<file path="config.mk">
export PLATFORM = sky130hd
export DESIGN_NAME = nano_spi_master
export DESIGN_NICKNAME = d
export VERILOG_FILES = /design/src/rtl/nano_spi_pkg.sv /design/src/rtl/nano_spi_halfcnt.sv /design/src/rtl/nano_spi_master.sv
export SDC_FILE = /design/constraint.sdc
export NUM_CORES = 1
export LEC_CHECK = 0
export BUFFER_PORTS_ARGS = -buffer_cell sky130_fd_sc_hd__buf_2
export CORE_ASPECT_RATIO = 0.9
export CORE_MARGIN = 4
export CORE_UTILIZATION = 45
export DETAILED_ROUTE_END_ITERATION = 10
export HOLD_SLACK_MARGIN = 0.1
export PLACE_DENSITY = 0.74
export SLEW_MARGIN = 20
export SYNTH_ARGS = -nofsm -noshare
export SYNTH_HDL_FRONTEND = slang
export SYNTH_SLANG_ARGS = --single-unit
</file>
<file path="constraint.sdc">
create_clock -name CLK -period 2.2 [get_ports CLK]
set_input_delay 0.11 -clock CLK [delete_from_list [all_inputs] [get_ports CLK]]
set_output_delay 0.11 -clock CLK [all_outputs]
set_load 0.1 [all_outputs]
</file>
<file path="src/rtl/nano_spi_pkg.sv">
// Shared types and constants for the Nano SPI master.
// Optional RX path is enabled by defining NANO_SPI_RX_EN.
package nano_spi_pkg;

  localparam int BYTE_W = 8;
  localparam int BIT_W  = 4;

  typedef enum logic [2:0] {
    IDLE,
    SHIFT,
    WAIT,
    HOLD,
    RECOV
  } state_t;

endpackage

</file>
<file path="src/rtl/nano_spi_halfcnt.sv">
// Loadable down-counter; tick is high while the count sits at zero.
// Shared by SCK half-period, CS hold and CS recovery timing.
module nano_spi_halfcnt #(
  parameter int W = 8
) (
  input  logic         clk,
  input  logic         rst_n,
  input  logic         load,
  input  logic [W-1:0] load_val,
  output logic         tick
);

  logic [W-1:0] cnt;

  always_ff @(posedge clk or negedge rst_n) begin
    if (!rst_n) begin
      cnt <= '0;
    end else if (load) begin
      cnt <= load_val;
    end else if (cnt != '0) begin
      cnt <= cnt - 1'b1;
    end
  end

  assign tick = (cnt == '0);

endmodule

</file>
<file path="src/rtl/nano_spi_master.sv">
// SPI mode-0 master, MSB first, CS held across multi-byte frames.
// Define NANO_SPI_RX_EN to build the MISO receive path.
module nano_spi_master
  import nano_spi_pkg::*;
#(
  parameter int unsigned CLK_DIV = 4
) (
  input  logic              CLK,
  input  logic              NRST,
  input  logic [BYTE_W-1:0] TX_DATA,
  input  logic              TX_LAST,
  input  logic              TX_VALID,
  output logic              TX_READY,
  output logic [BYTE_W-1:0] RX_DATA,
  output logic              RX_VALID,
  output logic              BUSY,
  output logic              SPI_SCK,
  output logic              SPI_MOSI,
  output logic              SPI_CS,
  input  logic              SPI_MISO
);

  localparam logic [7:0] DIV_M1 = 8'(CLK_DIV - 1);
  localparam logic [BIT_W-1:0] LAST_BIT = BIT_W'(BYTE_W - 1);

  state_t state, state_n;

  logic [BYTE_W-1:0] tx_sh;
  logic [BIT_W-1:0]  bitcnt;
  logic              last;
  logic              sck;
  logic              cs;
  logic              mosi;
  logic              tick;
  logic              load;
  logic              hs;
  logic              rise;
  logic              fall;

  assign TX_READY = (state == IDLE) || (state == WAIT);
  assign hs       = TX_VALID && TX_READY;
  assign BUSY     = (state != IDLE);

  // Reload on every SCK edge and on every state entry.
  assign load = (state_n != state) || rise || fall;

  nano_spi_halfcnt #(
    .W(8)
  ) u_halfcnt (
    .clk     (CLK),
    .rst_n   (NRST),
    .load    (load),
    .load_val(DIV_M1),
    .tick    (tick)
  );

  always_ff @(posedge CLK or negedge NRST) begin
    if (!NRST) begin
      state <= IDLE;
    end else begin
      state <= state_n;
    end
  end

  always_comb begin
    state_n = state;
    rise    = 1'b0;
    fall    = 1'b0;
    unique case (state)
      IDLE: begin
        if (hs) state_n = SHIFT;
      end
      SHIFT: begin
        if (tick) begin
          if (!sck) begin
            rise = 1'b1;
          end else begin
            fall = 1'b1;
            if (bitcnt == LAST_BIT) begin
              state_n = last ? HOLD : WAIT;
            end
          end
        end
      end
      WAIT: begin
        if (hs) state_n = SHIFT;
      end
      HOLD: begin
        if (tick) state_n = RECOV;
      end
      RECOV: begin
        if (tick) state_n = IDLE;
      end
      default: state_n = IDLE;
    endcase
  end

  always_ff @(posedge CLK or negedge NRST) begin
    if (!NRST) begin
      tx_sh  <= '0;
      last   <= 1'b0;
      bitcnt <= '0;
      sck    <= 1'b0;
      cs     <= 1'b1;
      mosi   <= 1'b0;
    end else begin
      if (hs) begin
        tx_sh  <= TX_DATA;
        last   <= TX_LAST;
        mosi   <= TX_DATA[BYTE_W-1];
        bitcnt <= '0;
        cs     <= 1'b0;
      end
      if (rise) begin
        sck <= 1'b1;
      end
      if (fall) begin
        sck    <= 1'b0;
        tx_sh  <= tx_sh << 1;
        mosi   <= tx_sh[BYTE_W-2];
        bitcnt <= bitcnt + 1'b1;
      end
      if (state == HOLD && tick) begin
        cs <= 1'b1;
      end
    end
  end

  assign SPI_SCK  = sck;
  assign SPI_MOSI = mosi;
  assign SPI_CS   = cs;

`ifdef NANO_SPI_RX_EN
  logic [BYTE_W-1:0] rx_sh;
  logic [BYTE_W-1:0] rx_data;
  logic              rx_valid;

  always_ff @(posedge CLK or negedge NRST) begin
    if (!NRST) begin
      rx_sh    <= '0;
      rx_data  <= '0;
      rx_valid <= 1'b0;
    end else begin
      rx_valid <= fall && (bitcnt == LAST_BIT);
      if (rise) begin
        rx_sh <= (rx_sh << 1) | BYTE_W'(SPI_MISO);
      end
      if (fall && (bitcnt == LAST_BIT)) begin
        rx_data <= rx_sh;
      end
    end
  end

  assign RX_DATA  = rx_data;
  assign RX_VALID = rx_valid;
`else
  logic unused_miso;
  assign unused_miso = SPI_MISO;
  assign RX_DATA     = '0;
  assign RX_VALID    = 1'b0;
`endif

endmodule

</file>
Yosys cells after proc, flatten, opt, wreduce, memory -nomap -nowiden --
Cells that the tools add are included. W data, S select, Z words.
Word-level totals: memories 0, memory bits (read-only) 0, register bits 26, RAM bits 0, input bits 13, output and inout bits 14, bits in latches 0
Cells by class: muxes and demuxes 26, reductions and logical operators 14, bitwise logic cells 0, shift operators 0, $mul 0, $add $sub $neg 2, eq/ne operators 6, order comparisons 0, div/mod/pow operators 0
Operator list (count):
- $mux W3 | 6
- $mux W8 | 2
- $mux W7 | 2
- $mux W1 | 13
- $pmux W3 S4 | 1
- $logic_not A8 Y1 | 1
- $mux W4 | 2
- $reduce_bool A2 Y1 | 4
- $reduce_bool A8 Y1 | 1
- $sub A8 B1 Y8 const B | 1
- $eq A3 B2 Y1 const B | 2
- $add A4 B1 Y4 const B | 1
- $eq A4 B3 Y1 const B | 1
- $eq A3 B1 Y1 const B | 1
- $eq A3 B3 Y1 const B | 1
- $logic_not A3 Y1 | 1
- $logic_or A1 B1 Y1 | 3
- $ne A3 B3 Y1 | 1
- $reduce_bool A3 Y1 | 1
- $logic_and A1 B1 Y1 | 2
- $reduce_or A2 Y1 | 1

Longest topological paths before layout --
depth in word-level cells 9, gate-level depth with buffers 7, gate-level depth less buffers 6

Hierarchy --
A second synthesis with hierarchy kept.
Second synthesis, totals: cells, all modules 145, area, all modules 1487.7 µm²
By module, submodules not included:
- nano_spi_master | instances 1, area an instance 1011.0 µm², sequential area each 451.7 µm², cells each 91
- nano_spi_halfcnt | instances 1, area an instance 476.7 µm², sequential area each 200.2 µm², cells each 54

Worst setup path before layout --
Ideal clock, no wire load.
path type register to register, from register state[2], to register mosi, in the netlist SPI_MOSI, setup slack -0.677 ns, buffers on the path 2, stages on the path, launching flop included 7, library setup time 0.127 ns, required time 2.073 ns, data arrival time 2.750 ns, cells stage by stage dfrtp_1 buf_2 nor2_1 and2_4 nor2b_4 buf_6 a221o_1
On the way: cells in the longest elaborated chain, start to end 4, elaborated cells on any way between the ends 8
Ends and longest elaborated chain:
- start, declared | RTL line nano_spi_master.sv:26 | state_t state, state_n;
- start signal, assigned | RTL line nano_spi_master.sv:61 | state <= state_n;
- $eq A3 B2 Y1 or $logic_not A3 Y1 (tied branches) | RTL line nano_spi_master.sv:40 | assign TX_READY = (state == IDLE) || (state == WAIT);
- $logic_or A1 B1 Y1 (*) | RTL line nano_spi_master.sv:40
- named net TX_READY | RTL line nano_spi_master.sv:13 | output logic TX_READY,
- $logic_and A1 B1 Y1 (*) | RTL line nano_spi_master.sv:41 | assign hs = TX_VALID && TX_READY;
- $reduce_bool A2 Y1 (no line) (*)
- end signal, assigned | RTL line nano_spi_master.sv:110 | mosi <= TX_DATA[BYTE_W-1];
- end signal, assigned | RTL line nano_spi_master.sv:120 | mosi <= tx_sh[BYTE_W-2];
- end, declared | RTL line nano_spi_master.sv:33 | logic mosi;
Mark *: on every way through the listed nets, which the timed path passes. The rest lies on a longest branch. A chain may end at the register's enable or synchronous reset.

Worst setup path in the final report --
from register u_halfcnt.cnt[0], to register sck, in the netlist SPI_SCK
On the way: cells in the longest elaborated chain, start to end 4, elaborated cells on any way between the ends 7
Ends and longest elaborated chain:
- start, declared | RTL line nano_spi_halfcnt.sv:13 | logic [W-1:0] cnt;
- start signal, assigned | RTL line nano_spi_halfcnt.sv:19 | cnt <= load_val;
- start signal, assigned | RTL line nano_spi_halfcnt.sv:21 | cnt <= cnt - 1'b1;
- $logic_not A8 Y1 (*) | RTL line nano_spi_halfcnt.sv:25 | assign tick = (cnt == '0);
- $mux W1 | RTL line nano_spi_master.sv:74 | if (tick) begin
- $mux W1 | RTL line nano_spi_master.sv:69 | unique case (state)
- $mux W1 or $reduce_bool A2 Y1 (tied branches)
- end signal, assigned | RTL line nano_spi_master.sv:103 | sck <= 1'b0;
- end signal, assigned | RTL line nano_spi_master.sv:115 | sck <= 1'b1;
- end signal, assigned | RTL line nano_spi_master.sv:118 | sck <= 1'b0;
- end, declared | RTL line nano_spi_master.sv:31 | logic sck;
Mark *: on every way between the ends. The rest lies on a longest branch, timed or not.

==> metrics.cfg <==
[layout]
seqCellArea_sq_um=652
antennaDiodeCount=0
nNetsFinal=184
drive_gt1_share_pct=22.6
stdcell_count=210
final_core_util_pct=54.2
syn_to_final_growth_pct=12.9
multiInputGateArea_sq_um=768
fillers=265

[synthesis]
synthCells=148
netlist_area_sq_um=1500
ys_ff_latch=26
synth-seq-area-share_pct=43.6
synth_edf_count=0
async_flop_share_pct=100
avgSynthCellArea_sq_um=10.1
ys_types=46
yosysWarningCount=0
synth-main-ff-cell=dfrtp_1

[drt]
wl_um=2940
wl_per_cell_um=14.0
via_per_inst=5.43
drc=0
drt_iter0_markers=69
drt-pass1-iter-count=4
ant_nets=0
vias=1141

[timing]
setup_violations=0
drv_slew=0
skew_ns=0.00378
hold_viol=0
worst-slew-pin-transition_ns=0.596
fmax_mhz=507
fin_setup_tns_ns=0
finalCriticalPeriod_ns=1.97
finalWorstSetupSlack_ns=0.226
slew_headroom_pct=60.3
grt_setup_unrepaired=no
fin_crit_sh_pct=89.7

[floorplanning]
initial_utilization_pct=48.1
dieWidth_um=68.8
io_pins=27
die_area_sq_um=4310
die_h_um=62.7
fp.coreArea_sq_um=3110
rows=19

[run]
maxCapViolCount=0

[global_routing]
track_usage_pct=15.1
grt_max_degree=27
grt_overflow=0
grt_pass1_vias=1118
grt_pass1_wl_um=5040
antenna_found_initial=0

[placed_design]
dp_cells=204
routabilityCongestion=0.825
hpwlAfterDp_um=2190
io_buffer_count=16
pre_cts_ws_ns=0.228

[cts]
ctsResizeCount=0
cts_tree=built
insertion_delay_ns=0.27
numCtsBuffers=3
cts_hold_buf=2
clk_pin_slew_ns=0.09
post_cts_buffers=0
clock-sinks=26
cts_htree_levels=1
root_buffer=clkbuf_8
clockBufferDepth=2

[outcome]
status=finished clean

[critical_path]
worstPathArrival_ns=2.13
crit_path_end_kind=flip-flop
cp.required_ns=2.36
worstSetupPathType=flip-flop to flip-flop
crit_fanout=6
start_kind=flip-flop

[power]
powerDensity_nw_per_um2=1360
p_leak_nw=0.800
peakVddDrop_uv=629

[min_path]
hold_path.class=primary input to flip-flop

power breakdown:
part | internal [mW] | switching (mW)
Combinational | 0.380 | 0.644
Sequential | 0.672 | 0.207
Clock | 0.243 | 0.151
Yosys cell counts, types with 2 or more instances:
master	number	area, sq um
a31oi_1	2	12.5
nand2_1	11	41.3
nor4b_2	2	30.0
inv_1	4	15.0
nand4b_1	2	17.5
o21ai_1	2	10.0
mux2i_1	2	20.0
nor3b_1	4	30.0
xnor2_1	2	17.5
a211o_1	2	17.5
or3_1	3	18.8
and3_1	7	43.8
nor3_1	2	10.0
buf_4	10	75.1
nor2b_1	2	12.5
nand2b_1	2	12.5
dfrtp_1	25	626
clkbuf_1	2	7.51
nor2_1	13	48.8
ha_1	2	25.0
a21oi_1	8	40.0
nand3_1	6	30.0
a221o_1	7	70.1
mux2_1	2	22.5
nand2_2	2	12.5
a21o_1	2	15.0
worst max-delay path: stages (launching register included):
cell	delay, ns
dfrtp_1	0.44
inv_1	0.08
ha_1	0.25
nor2b_1	0.25
nor4b_2	0.51
nand3_1	0.18
xnor2_1	0.16
registers in the layout, summed over array words and instances, names as in the netlist:
signal         count
SPI_SCK            1
SPI_CS             1
state              3
last               1
u_halfcnt.cnt      8
bitcnt             4
SPI_MOSI           1
tx_sh              7
cells in the final DEF, fill, tap and decap left out, types with 3 or more instances in the layout:
cell / netlist / layout
a21oi_1: 8 / 8
a221o_1: 7 / 7
and3_1: 7 / 7
buf_2: 1 / 16
buf_4: 10 / 4
clkbuf_8: 0 / 3
conb_1: 1 / 9
dfrtp_1: 25 / 25
inv_1: 4 / 4
nand2_1: 11 / 11
nand3_1: 6 / 6
nor2_1: 13 / 12
nor3b_1: 4 / 4
or3_1: 3 / 3
cell type report:
cell class | count | area share [%]
Multi-Input combinational cell | 112 | 45.5
Sequential cell | 26 | 38.6
Timing Repair Buffer | 22 | 7.70
Tap cell | 42 | 3.11
Clock buffer | 3 | 2.44
Clock inverter | 1 | 1.78
Inverter | 4 | 0.889
metrics by stage:
| stage | total power, mW | hold WS [ns] | instance area, sq um |
|---|---|---|---|
| 6_report | 2.30 | 0.109 | 1690 |
| 5_1_grt | 2.46 | 0.169 | 1690 |
| 4_1_cts | 2.31 | 0.111 | 1690 |
| 3_5_place_dp | 1.91 | 0.150 | 1600 |
| 3_3_place_gp | 1.87 | 0.140 | 1600 |
| 2_1_floorplan | 1.72 | -0.186 | 1530 |
routing by layer:
| metal | track usage [%] | vias up | routed length (um) |
|---|---|---|---|
| li1 | - | 560 | - |
| met1 | 19.7 | 556 | 1280 |
| met2 | 25.5 | 21 | 1490 |
| met3 | 1.80 | 4 | 116 |
| met4 | 5.11 | 0 | 43 |
| met5 | 0 | - | 0 |
path summary, 6_finish.rpt:
kind	startpoint	endpoint	slack (ns)	depth (start not counted)
setup / recovery	u_halfcnt.cnt[0]	SPI_SCK	0.23	6
hold / removal	TX_DATA[0]	tx_sh[0]	0.11	3
setup reg to reg	u_halfcnt.cnt[0]	SPI_SCK	0.23	6
hold reg to reg	last	last	0.50	1
max in group asynchronous	NRST	u_halfcnt.cnt[6]	1.44	2
min in group asynchronous	NRST	u_halfcnt.cnt[7]	0.37	2
cells by family after synthesis:
group / Yosys count / share of synthesized area, %
other: 1 / 0.251
AOI/OAI and AO/OA: 29 / 14.5
muxes: 5 / 3.60
DFF: 26 / 43.6
xor gates and xnor gates: 2 / 1.17
adders and majority gates: 2 / 1.67
and+or+nand+nor: 65 / 27.7
buffers and inverters: 18 / 7.61
No activity file was read; power rests on OpenSTA's default activity.
